## src/rtl/alu_cmd_sequencer.sv

```systemverilog
// Command sequencer in front of the signed ALU: buffers commands,
// issues one at a time, captures the result and guards with a watchdog.
// Ports:
//   CLK, RST (async active-low)
//   CMD_VALID/CMD_READY/CMD_FUN/CMD_A/CMD_B      : command input
//   ALU_A/ALU_B/ALU_FUN/ALU_START               : ALU issue
//   ALU_RES/ALU_RES_VALID                       : ALU response
//   RES_OUT/RES_FUN/RES_VALID/RES_READY         : result output
//   ERR_TIMEOUT (sticky), BUSY
module alu_cmd_sequencer #(
  parameter int WIDTH     = 16,
  parameter int RES_WIDTH = 32,
  parameter int DEPTH     = 4,
  parameter int TIMEOUT   = 15
) (
  input  logic                 CLK,
  input  logic                 RST,
  input  logic                 CMD_VALID,
  output logic                 CMD_READY,
  input  logic [3:0]           CMD_FUN,
  input  logic [WIDTH-1:0]     CMD_A,
  input  logic [WIDTH-1:0]     CMD_B,
  output logic [WIDTH-1:0]     ALU_A,
  output logic [WIDTH-1:0]     ALU_B,
  output logic [3:0]           ALU_FUN,
  output logic                 ALU_START,
  input  logic [RES_WIDTH-1:0] ALU_RES,
  input  logic                 ALU_RES_VALID,
  output logic [RES_WIDTH-1:0] RES_OUT,
  output logic [3:0]           RES_FUN,
  output logic                 RES_VALID,
  input  logic                 RES_READY,
  output logic                 ERR_TIMEOUT,
  output logic                 BUSY
);

  localparam int AW = (DEPTH > 1) ? $clog2(DEPTH) : 1;
  localparam int CW = $clog2(DEPTH + 1);
  localparam int TW = $clog2(TIMEOUT + 1);

  typedef enum logic [1:0] {
    S_IDLE,
    S_ISSUE,
    S_WAIT,
    S_HOLD
  } state_t;

  logic [WIDTH-1:0] a_mem [DEPTH];
  logic [WIDTH-1:0] b_mem [DEPTH];
  logic [3:0]       f_mem [DEPTH];

  state_t               state_q, state_d;
  logic [AW-1:0]        wr_ptr_q, wr_ptr_d;
  logic [AW-1:0]        rd_ptr_q, rd_ptr_d;
  logic [CW-1:0]        cnt_q, cnt_d;
  logic                 rdy_en_q, rdy_en_d;
  logic [WIDTH-1:0]     alu_a_q, alu_a_d;
  logic [WIDTH-1:0]     alu_b_q, alu_b_d;
  logic [3:0]           alu_fun_q, alu_fun_d;
  logic                 start_q, start_d;
  logic [TW-1:0]        wd_q, wd_d;
  logic [RES_WIDTH-1:0] res_out_q, res_out_d;
  logic [3:0]           res_fun_q, res_fun_d;
  logic                 res_valid_q, res_valid_d;
  logic                 err_q, err_d;

  logic          push;
  logic          pop;
  logic [TW-1:0] wd_inc;

  // Ready is held low until the first edge after reset release.
  assign CMD_READY = rdy_en_q && (cnt_q != CW'(DEPTH));
  assign push      = CMD_VALID && CMD_READY;
  assign wd_inc    = wd_q + TW'(1);

  always_comb begin
    state_d     = state_q;
    alu_a_d     = alu_a_q;
    alu_b_d     = alu_b_q;
    alu_fun_d   = alu_fun_q;
    start_d     = 1'b0;
    wd_d        = wd_q;
    res_out_d   = res_out_q;
    res_fun_d   = res_fun_q;
    res_valid_d = res_valid_q;
    err_d       = err_q;
    pop         = 1'b0;
    unique case (state_q)
      S_IDLE: begin
        if (cnt_q != '0) begin
          pop       = 1'b1;
          alu_a_d   = a_mem[rd_ptr_q];
          alu_b_d   = b_mem[rd_ptr_q];
          alu_fun_d = f_mem[rd_ptr_q];
          start_d   = 1'b1;
          state_d   = S_ISSUE;
        end
      end
      S_ISSUE: begin
        wd_d    = '0;
        state_d = S_WAIT;
      end
      S_WAIT: begin
        wd_d = wd_inc;
        if (ALU_RES_VALID) begin
          res_out_d   = ALU_RES;
          res_fun_d   = alu_fun_q;
          res_valid_d = 1'b1;
          state_d     = S_HOLD;
        end else if (wd_inc == TW'(TIMEOUT)) begin
          err_d       = 1'b1;
          res_out_d   = '0;
          res_fun_d   = alu_fun_q;
          res_valid_d = 1'b1;
          state_d     = S_HOLD;
        end
      end
      S_HOLD: begin
        if (RES_READY) begin
          res_valid_d = 1'b0;
          state_d     = S_IDLE;
        end
      end
      default: state_d = S_IDLE;
    endcase

    rdy_en_d = 1'b1;
    wr_ptr_d = push ? wr_ptr_q + AW'(1) : wr_ptr_q;
    rd_ptr_d = pop ? rd_ptr_q + AW'(1) : rd_ptr_q;
    cnt_d    = cnt_q;
    if (push && !pop) begin
      cnt_d = cnt_q + CW'(1);
    end else if (pop && !push) begin
      cnt_d = cnt_q - CW'(1);
    end
  end

  // Storage needs no reset: count and pointers gate every read.
  always_ff @(posedge CLK) begin
    if (push) begin
      a_mem[wr_ptr_q] <= CMD_A;
      b_mem[wr_ptr_q] <= CMD_B;
      f_mem[wr_ptr_q] <= CMD_FUN;
    end
  end

  always_ff @(posedge CLK or negedge RST) begin
    if (!RST) begin
      state_q     <= S_IDLE;
      wr_ptr_q    <= '0;
      rd_ptr_q    <= '0;
      cnt_q       <= '0;
      rdy_en_q    <= 1'b0;
      alu_a_q     <= '0;
      alu_b_q     <= '0;
      alu_fun_q   <= '0;
      start_q     <= 1'b0;
      wd_q        <= '0;
      res_out_q   <= '0;
      res_fun_q   <= '0;
      res_valid_q <= 1'b0;
      err_q       <= 1'b0;
    end else begin
      state_q     <= state_d;
      wr_ptr_q    <= wr_ptr_d;
      rd_ptr_q    <= rd_ptr_d;
      cnt_q       <= cnt_d;
      rdy_en_q    <= rdy_en_d;
      alu_a_q     <= alu_a_d;
      alu_b_q     <= alu_b_d;
      alu_fun_q   <= alu_fun_d;
      start_q     <= start_d;
      wd_q        <= wd_d;
      res_out_q   <= res_out_d;
      res_fun_q   <= res_fun_d;
      res_valid_q <= res_valid_d;
      err_q       <= err_d;
    end
  end

  assign ALU_A       = alu_a_q;
  assign ALU_B       = alu_b_q;
  assign ALU_FUN     = alu_fun_q;
  assign ALU_START   = start_q;
  assign RES_OUT     = res_out_q;
  assign RES_FUN     = res_fun_q;
  assign RES_VALID   = res_valid_q;
  assign ERR_TIMEOUT = err_q;
  assign BUSY        = (state_q != S_IDLE) || (cnt_q != '0);

endmodule

```

## config.mk

```make
export PLATFORM = sky130hd
export DESIGN_NAME = alu_cmd_sequencer
export DESIGN_NICKNAME = d
export VERILOG_FILES = /design/src/rtl/alu_cmd_sequencer.sv
export SDC_FILE = /design/constraint.sdc
export NUM_CORES = 1
export LEC_CHECK = 0
export ABC_AREA = 1
export BUFFER_PORTS_ARGS = -buffer_cell sky130_fd_sc_hd__buf_2
export CELL_PAD_IN_SITES_DETAIL_PLACEMENT = 0
export CELL_PAD_IN_SITES_GLOBAL_PLACEMENT = 2
export CORE_UTILIZATION = 35
export CTS_BUF_LIST = sky130_fd_sc_hd__clkbuf_8
export CTS_CLUSTER_SIZE = 8
export DETAILED_ROUTE_END_ITERATION = 10
export GPL_TIMING_DRIVEN = 1
export MAX_ROUTING_LAYER = met4
export PLACE_DENSITY = 0.79
export SYNTH_ARGS = -nofsm -noshare
export SYNTH_HDL_FRONTEND = slang
export SYNTH_SLANG_ARGS = --single-unit
export TNS_END_PERCENT = 5
```

## constraint.sdc

```tcl
create_clock -name CLK -period 2.67 [get_ports CLK]
set_input_delay 0.4005 -clock CLK [delete_from_list [all_inputs] [get_ports CLK]]
set_output_delay 0.4005 -clock CLK [all_outputs]
set_load 0.01 [all_outputs]
```

Word level (Yosys, flattened, before mapping)
Memory sizes are Yosys's and may differ from the RTL's. A register that Yosys moved wholly into a read port is not among the register bits.
Cells that the tools add are included.
{"block": "totals", "wordCells": 70, "inputBits": 73, "n_memories": 3, "out_inout_bits": 77, "ram_bits": 144, "register_bits": 53}
{"name": "a_mem", "words": 4, "width": 16, "read_ports": 1, "rd_clocked_by_memory_dff": 1, "write_ports": 1, "line": "48", "text": "logic [WIDTH-1:0] a_mem [DEPTH];"}
{"name": "b_mem", "words": 4, "width": 16, "read_ports": 1, "rd_clocked_by_memory_dff": 1, "write_ports": 1, "line": "49", "text": "logic [WIDTH-1:0] b_mem [DEPTH];"}
{"name": "f_mem", "words": 4, "width": 4, "read_ports": 1, "rd_clocked_by_memory_dff": 1, "write_ports": 1, "line": "50", "text": "logic [3:0] f_mem [DEPTH];"}
{"block": "classes", "n_reduce_logical": 22, "mux": 20, "n_bitwise": 1, "eq_ne": 8, "addsub": 5}
{"op": "$mux W32", "n": 2}
{"op": "$reduce_bool A2 Y1", "n": 5}
{"op": "$reduce_and A3 Y1", "n": 3}
{"op": "$mux W2", "n": 4}
{"op": "$mux W4", "n": 2}
{"op": "$pmux W2 S4", "n": 1}
{"op": "$pmux W4 S2", "n": 1}
{"op": "$mux W1", "n": 7}
{"op": "$mux W3", "n": 2}
{"op": "$ne A3 B3 Y1 const B", "n": 2}
{"op": "$logic_not A1 Y1", "n": 5}
{"op": "$add A2 B1 Y2 const B", "n": 2}
{"op": "$add A4 B1 Y4 const B", "n": 1}
{"op": "$eq A2 B2 Y1 const B", "n": 2}
{"op": "$eq A4 B4 Y1 const B", "n": 1}
{"op": "$logic_and A1 B1 Y1", "n": 4}
{"op": "$ne A2 B2 Y1 const B", "n": 2}
{"op": "$reduce_and A2 Y1", "n": 2}
{"op": "$add A3 B1 Y3 const B", "n": 1}
{"op": "$reduce_bool A3 Y1", "n": 1}
{"op": "$sub A3 B1 Y3 const B", "n": 1}
{"op": "$eq A2 B1 Y1 const B", "n": 1}
{"op": "$logic_not A2 Y1", "n": 1}
{"op": "$pmux W1 S2", "n": 1}
{"op": "other kinds (2)", "n": 2}

Longest topological paths before layout
{"block": "depth", "word_depth": 7, "ltp_mapped": 11, "mapped_depth_nobuf": 10}

Worst setup path after synthesis
OpenSTA, ideal clock, no wires.
{"block": "synth_timing", "kind": "reg-to-reg", "from": "register cnt_q[0]", "to": "memory a_mem[0][0] (enable)", "stages_incl_launch_ff": 5, "synth_period_minus_slack_ns": 2.960, "t_arrival_ns": 2.531, "path_slack_ns": -0.290, "n_path_buf": 0, "t_required_ns": 2.241, "setup_ns": 0.429, "cell_sequence": "dfrtp_1 > inv_1 > a31oi_1 > nand2_1 > nor2_1"}
{"block": "synth_via", "elab_chain_len": 5}
{"element": "from (decl)", "line": "55", "text": "logic [CW-1:0] cnt_q, cnt_d;"}
{"element": "from (signal assigned)", "line": "167", "text": "cnt_q <= cnt_d;"}
{"element": "$ne A3 B3 Y1", "line": "72", "text": "assign CMD_READY = rdy_en_q && (cnt_q != CW'(DEPTH));"}
{"element": "$logic_and A1 B1 Y1", "line": "72"}
{"element": "via CMD_READY", "line": "19", "text": "output logic CMD_READY,"}
{"element": "$logic_and A1 B1 Y1", "line": "73", "text": "assign push = CMD_VALID && CMD_READY;"}
{"element": "$mux W1", "line": "140", "text": "if (push) begin"}
{"element": "$mux W1 (not written as such)", "line": "141", "text": "a_mem[wr_ptr_q] <= CMD_A;"}
{"element": "to (decl)", "line": "48"}
The timed path passes the listed nets, and every way through them passes these cells.

Final worst setup path
{"block": "layout_timing", "from": "register cnt_q[0]", "to": "register cnt_q[2]"}
{"block": "layout_via", "elab_chain_len": 6, "elab_cells_between_ends": 15, "classes_between": "2 x add/sub; 1 x eq/ne; 4 x mux; 8 x reduce/logical"}
{"element": "$ne A3 B3 Y1 *", "line": "72"}
{"element": "$logic_and A1 B1 Y1 *", "line": "72"}
{"element": "$logic_and A1 B1 Y1 *", "line": "73"}
{"element": "via push", "line": "67", "text": "logic push;"}
{"element": "$logic_not A1 Y1", "line": "133", "text": "end else if (pop && !push) begin"}
{"element": "$logic_and A1 B1 Y1", "line": "133"}
{"element": "$reduce_bool A2 Y1 (no line)"}
Mark *: on every way through the listed nets, which the timed path passes. The rest lies on a longest branch. The select of a mux whose other input is x is not followed.
A chain may end at the register's enable or synchronous reset.

==> results.sh <==
export IMPL_cts_root_buffer="clkbuf_8"
export IMPL_cp_max_fo=3
export IMPL_clk_latency_ns=0.53
export IMPL_p_seq_frac=0.419
export IMPL_tightest_slew_ns=0.661
export IMPL_maxSlewViolCount=0
export IMPL_tns_ns=0
export IMPL_mostFrequentLayoutCell="nor2_1"
export IMPL_grt_pass1_vias=6103
export IMPL_crit_required_ns=3.07
export IMPL_p_int_uw=8030
export IMPL_die_x_um=166
export IMPL_max_stage_delay_ns=0.41
export IMPL_syn2layout_area_growth_pct=20.7
export IMPL_n_fill_cell=2517
export IMPL_clk_path_buf_depth=3
export IMPL_cts_buffers=41
export IMPL_core_um2=26100
export IMPL_final_nets=1024
export IMPL_syn_avg_cell_area_um2=12.2
export IMPL_die_area_um2=27400
export IMPL_finalWirelength_um=21100
export IMPL_drive_above_1_share=0.307
export IMPL_io_pins=150
export IMPL_power_frac_clock=0.246
export IMPL_violations="design-rule violations"
export IMPL_grt_max_degree=75
export IMPL_via_count=6027
export IMPL_seq_area_frac_synth=0.699
export IMPL_netlist_area_um2=9370
export IMPL_synthCells=767
export IMPL_startpoint_type="flop"
export IMPL_crit_top_cell="inv_1"
export IMPL_vias_per_cell=4.60
export IMPL_crit_slowest_cell="dfrtp_1"
export IMPL_critPathArrivalTime_ns=2.42
export IMPL_clkTransAtPathRegs_ns=0.06
export IMPL_crit_chain="inv_1 -> a31oi_1 -> nand2_1 -> inv_1 -> ha_1 -> inv_1 -> fa_1 -> a21oi_1 -> o21ai_0 -> xor2_1"
export IMPL_track_usage=0.161
export IMPL_ant_nets=0
export IMPL_cts_tree="built"
export IMPL_hold_viol=0
export IMPL_final_cell_mix="185 x nor2_1, 148 x buf_2, 144 x edfxtp_1"
export IMPL_p_leak_uw=0.00469
export IMPL_worst_slack_ns=0.649
export IMPL_max_slew_margin=0.559
export IMPL_drc=38
export IMPL_p_switching_uw=4730
export IMPL_vdd_ir_drop_max_uv=504
export IMPL_postCtsSetupBuffers=0
export IMPL_ys_warn_count=0
export IMPL_powerDensity_nw_per_um2=1130
export IMPL_setup_violations_final=0
export IMPL_cap_violations=0
export IMPL_comb_power_share=0.336
export IMPL_synthDistinctLibCells=32
export IMPL_cp_end_kind="flop"
export IMPL_drt_iter0_markers=451
export IMPL_place_congestion=0.739
export IMPL_first_pass_iters=7
export IMPL_synth_seq_cells=233
export IMPL_finish_instance_area_um2=11300
export IMPL_stdcell_count=1309
export IMPL_timing_fmax_ghz=0.495
export IMPL_grt_setup_unrepaired="false"
export IMPL_overflow=0
export IMPL_cts_sinks=233
export IMPL_cts_htree_levels=2
export IMPL_wl_per_cell_um=16.1
export IMPL_placed_cells=1230
export IMPL_placed_area_um2=10500
export IMPL_numPortBuffers=149
export IMPL_die_height_um=166
export IMPL_hold_path_class="primary input to flop"
export IMPL_period_share=0.757
export IMPL_initial_core_util=0.359
export IMPL_grt_pass1_wl_um=33600
export IMPL_num_rows=59
export IMPL_syn_num_nets=852
export IMPL_swShare=0.371
export IMPL_layout_min_cycle_time_ns=2.02
export IMPL_dp_slack_ns=0.645
export IMPL_criticalPathCategory="flop to flop"
export IMPL_fin_skew_ns=0.0141
export IMPL_hpwl_um=12800
export IMPL_status="complete, but fails checks"
export IMPL_antenna_found_initial=2
## logic make-up after synthesis
kind of cell | synth area share
compound gates | 0.0696
buf+inv | 0.0374
xor+xnor | 0.00374
simple gates | 0.173
other cells | 0.000400
flops | 0.699
fa+ha+maj | 0.0168
## routing by layer
layer | track usage | vias to the layer above | wire length, um | part of all wire
met5 | - | - | 0 | 0
met4 | 0.0504 | 0 | 390 | 0.018
met3 | 0.0416 | 34 | 1490 | 0.071
met2 | 0.246 | 196 | 9640 | 0.46
met1 | 0.208 | 2837 | 9570 | 0.45
li1 | - | 2960 | - | -
## final cells by class
cell class	count	area, um^2	area share
antenna	2	5.00	0.000442
clock buffer	50	688	0.0608
clock inverter	26	114	0.0101
inverter	28	105	0.00929
multi-input combinational	469	2500	0.221
sequential	233	6550	0.579
tap	335	419	0.0370
timing repair buffer	166	928	0.0821
## sequential cells by signal, indices dropped and copies added, names as in the netlist, 3 cells and up
register,cells
a_mem,64
b_mem,64
RES_OUT,32
ALU_A,16
ALU_B,16
f_mem,16
ALU_FUN,4
RES_FUN,4
wd_q,4
cnt_q,3
## synth_stat cells (all sizes together)
library cell / n / share of area
edfxtp: 144 / 0.46
clkbuf: 12 / 0.0059
ha: 11 / 0.015
xnor2: 1 / 0.00093
nand4: 2 / 0.0013
clkinv: 1 / 0.00040
fa: 1 / 0.0021
nand3: 10 / 0.0053
o22ai: 1 / 0.00067
inv: 27 / 0.011
a31o: 1 / 0.00093
nor2: 190 / 0.077
xor2: 3 / 0.0028
a31oi: 37 / 0.025
or2: 1 / 0.00067
a21oi: 2 / 0.0011
nand2: 129 / 0.089
conb: 1 / 0.00040
buf: 25 / 0.020
dfrtp: 89 / 0.24
o21ai: 79 / 0.042
## worst max-delay path: cells and delay by family, from the launching register on
family	cells	cell delay, ns
adder cells (fa/ha/maj)	2	0.53
AO/OA/AOI/OAI	3	0.47
flip-flops	1	0.41
buffers and inverters	3	0.26
XOR/XNOR	1	0.16
AND/OR/NAND/NOR	1	0.10
## stage by stage
stage               hold slack, ns   util  power [uW]
floorplan                    0.105      -        8290
CTS                         0.0435  0.433       13000
detailed placement           0.294  0.402        9780
global route                0.0433  0.433       13700
global placement             0.298  0.402        9730
finish                      0.0813  0.433       12800
## power by group through the flow
stage | clock network [uW] | registers (uW) | logic [uW]
2_1_floorplan | 0 | 5540 | 2760
3_3_place_gp | 0 | 5390 | 4340
3_5_place_dp | 0 | 5420 | 4360
4_1_cts | 3250 | 5360 | 4380
5_1_grt | 3410 | 5450 | 4840
6_report | 3140 | 5340 | 4280
## path summary, 6_finish.rpt
check,endpoint,startpoint,cells after the start,slack [ns]
hold reg to reg,RES_OUT[1],RES_OUT[1],2,0.47
setup / recovery,cnt_q[2],cnt_q[0],10,0.65
hold / removal,RES_OUT[1],ALU_RES[1],3,0.08
setup reg to reg,cnt_q[2],cnt_q[0],10,0.65
min in group asynchronous,RES_OUT[31],RST,2,0.29
max in group asynchronous,ALU_B[13],RST,3,1.61
## what timing repair did
action                                  4_1_cts  5_1_grt
hold endpoints to repair                     15        0
endpoints found under the setup margin        0        0
hold buffers                                  1        0
gates resized for setup                       0        0
(Power assumes the default switching activity.)
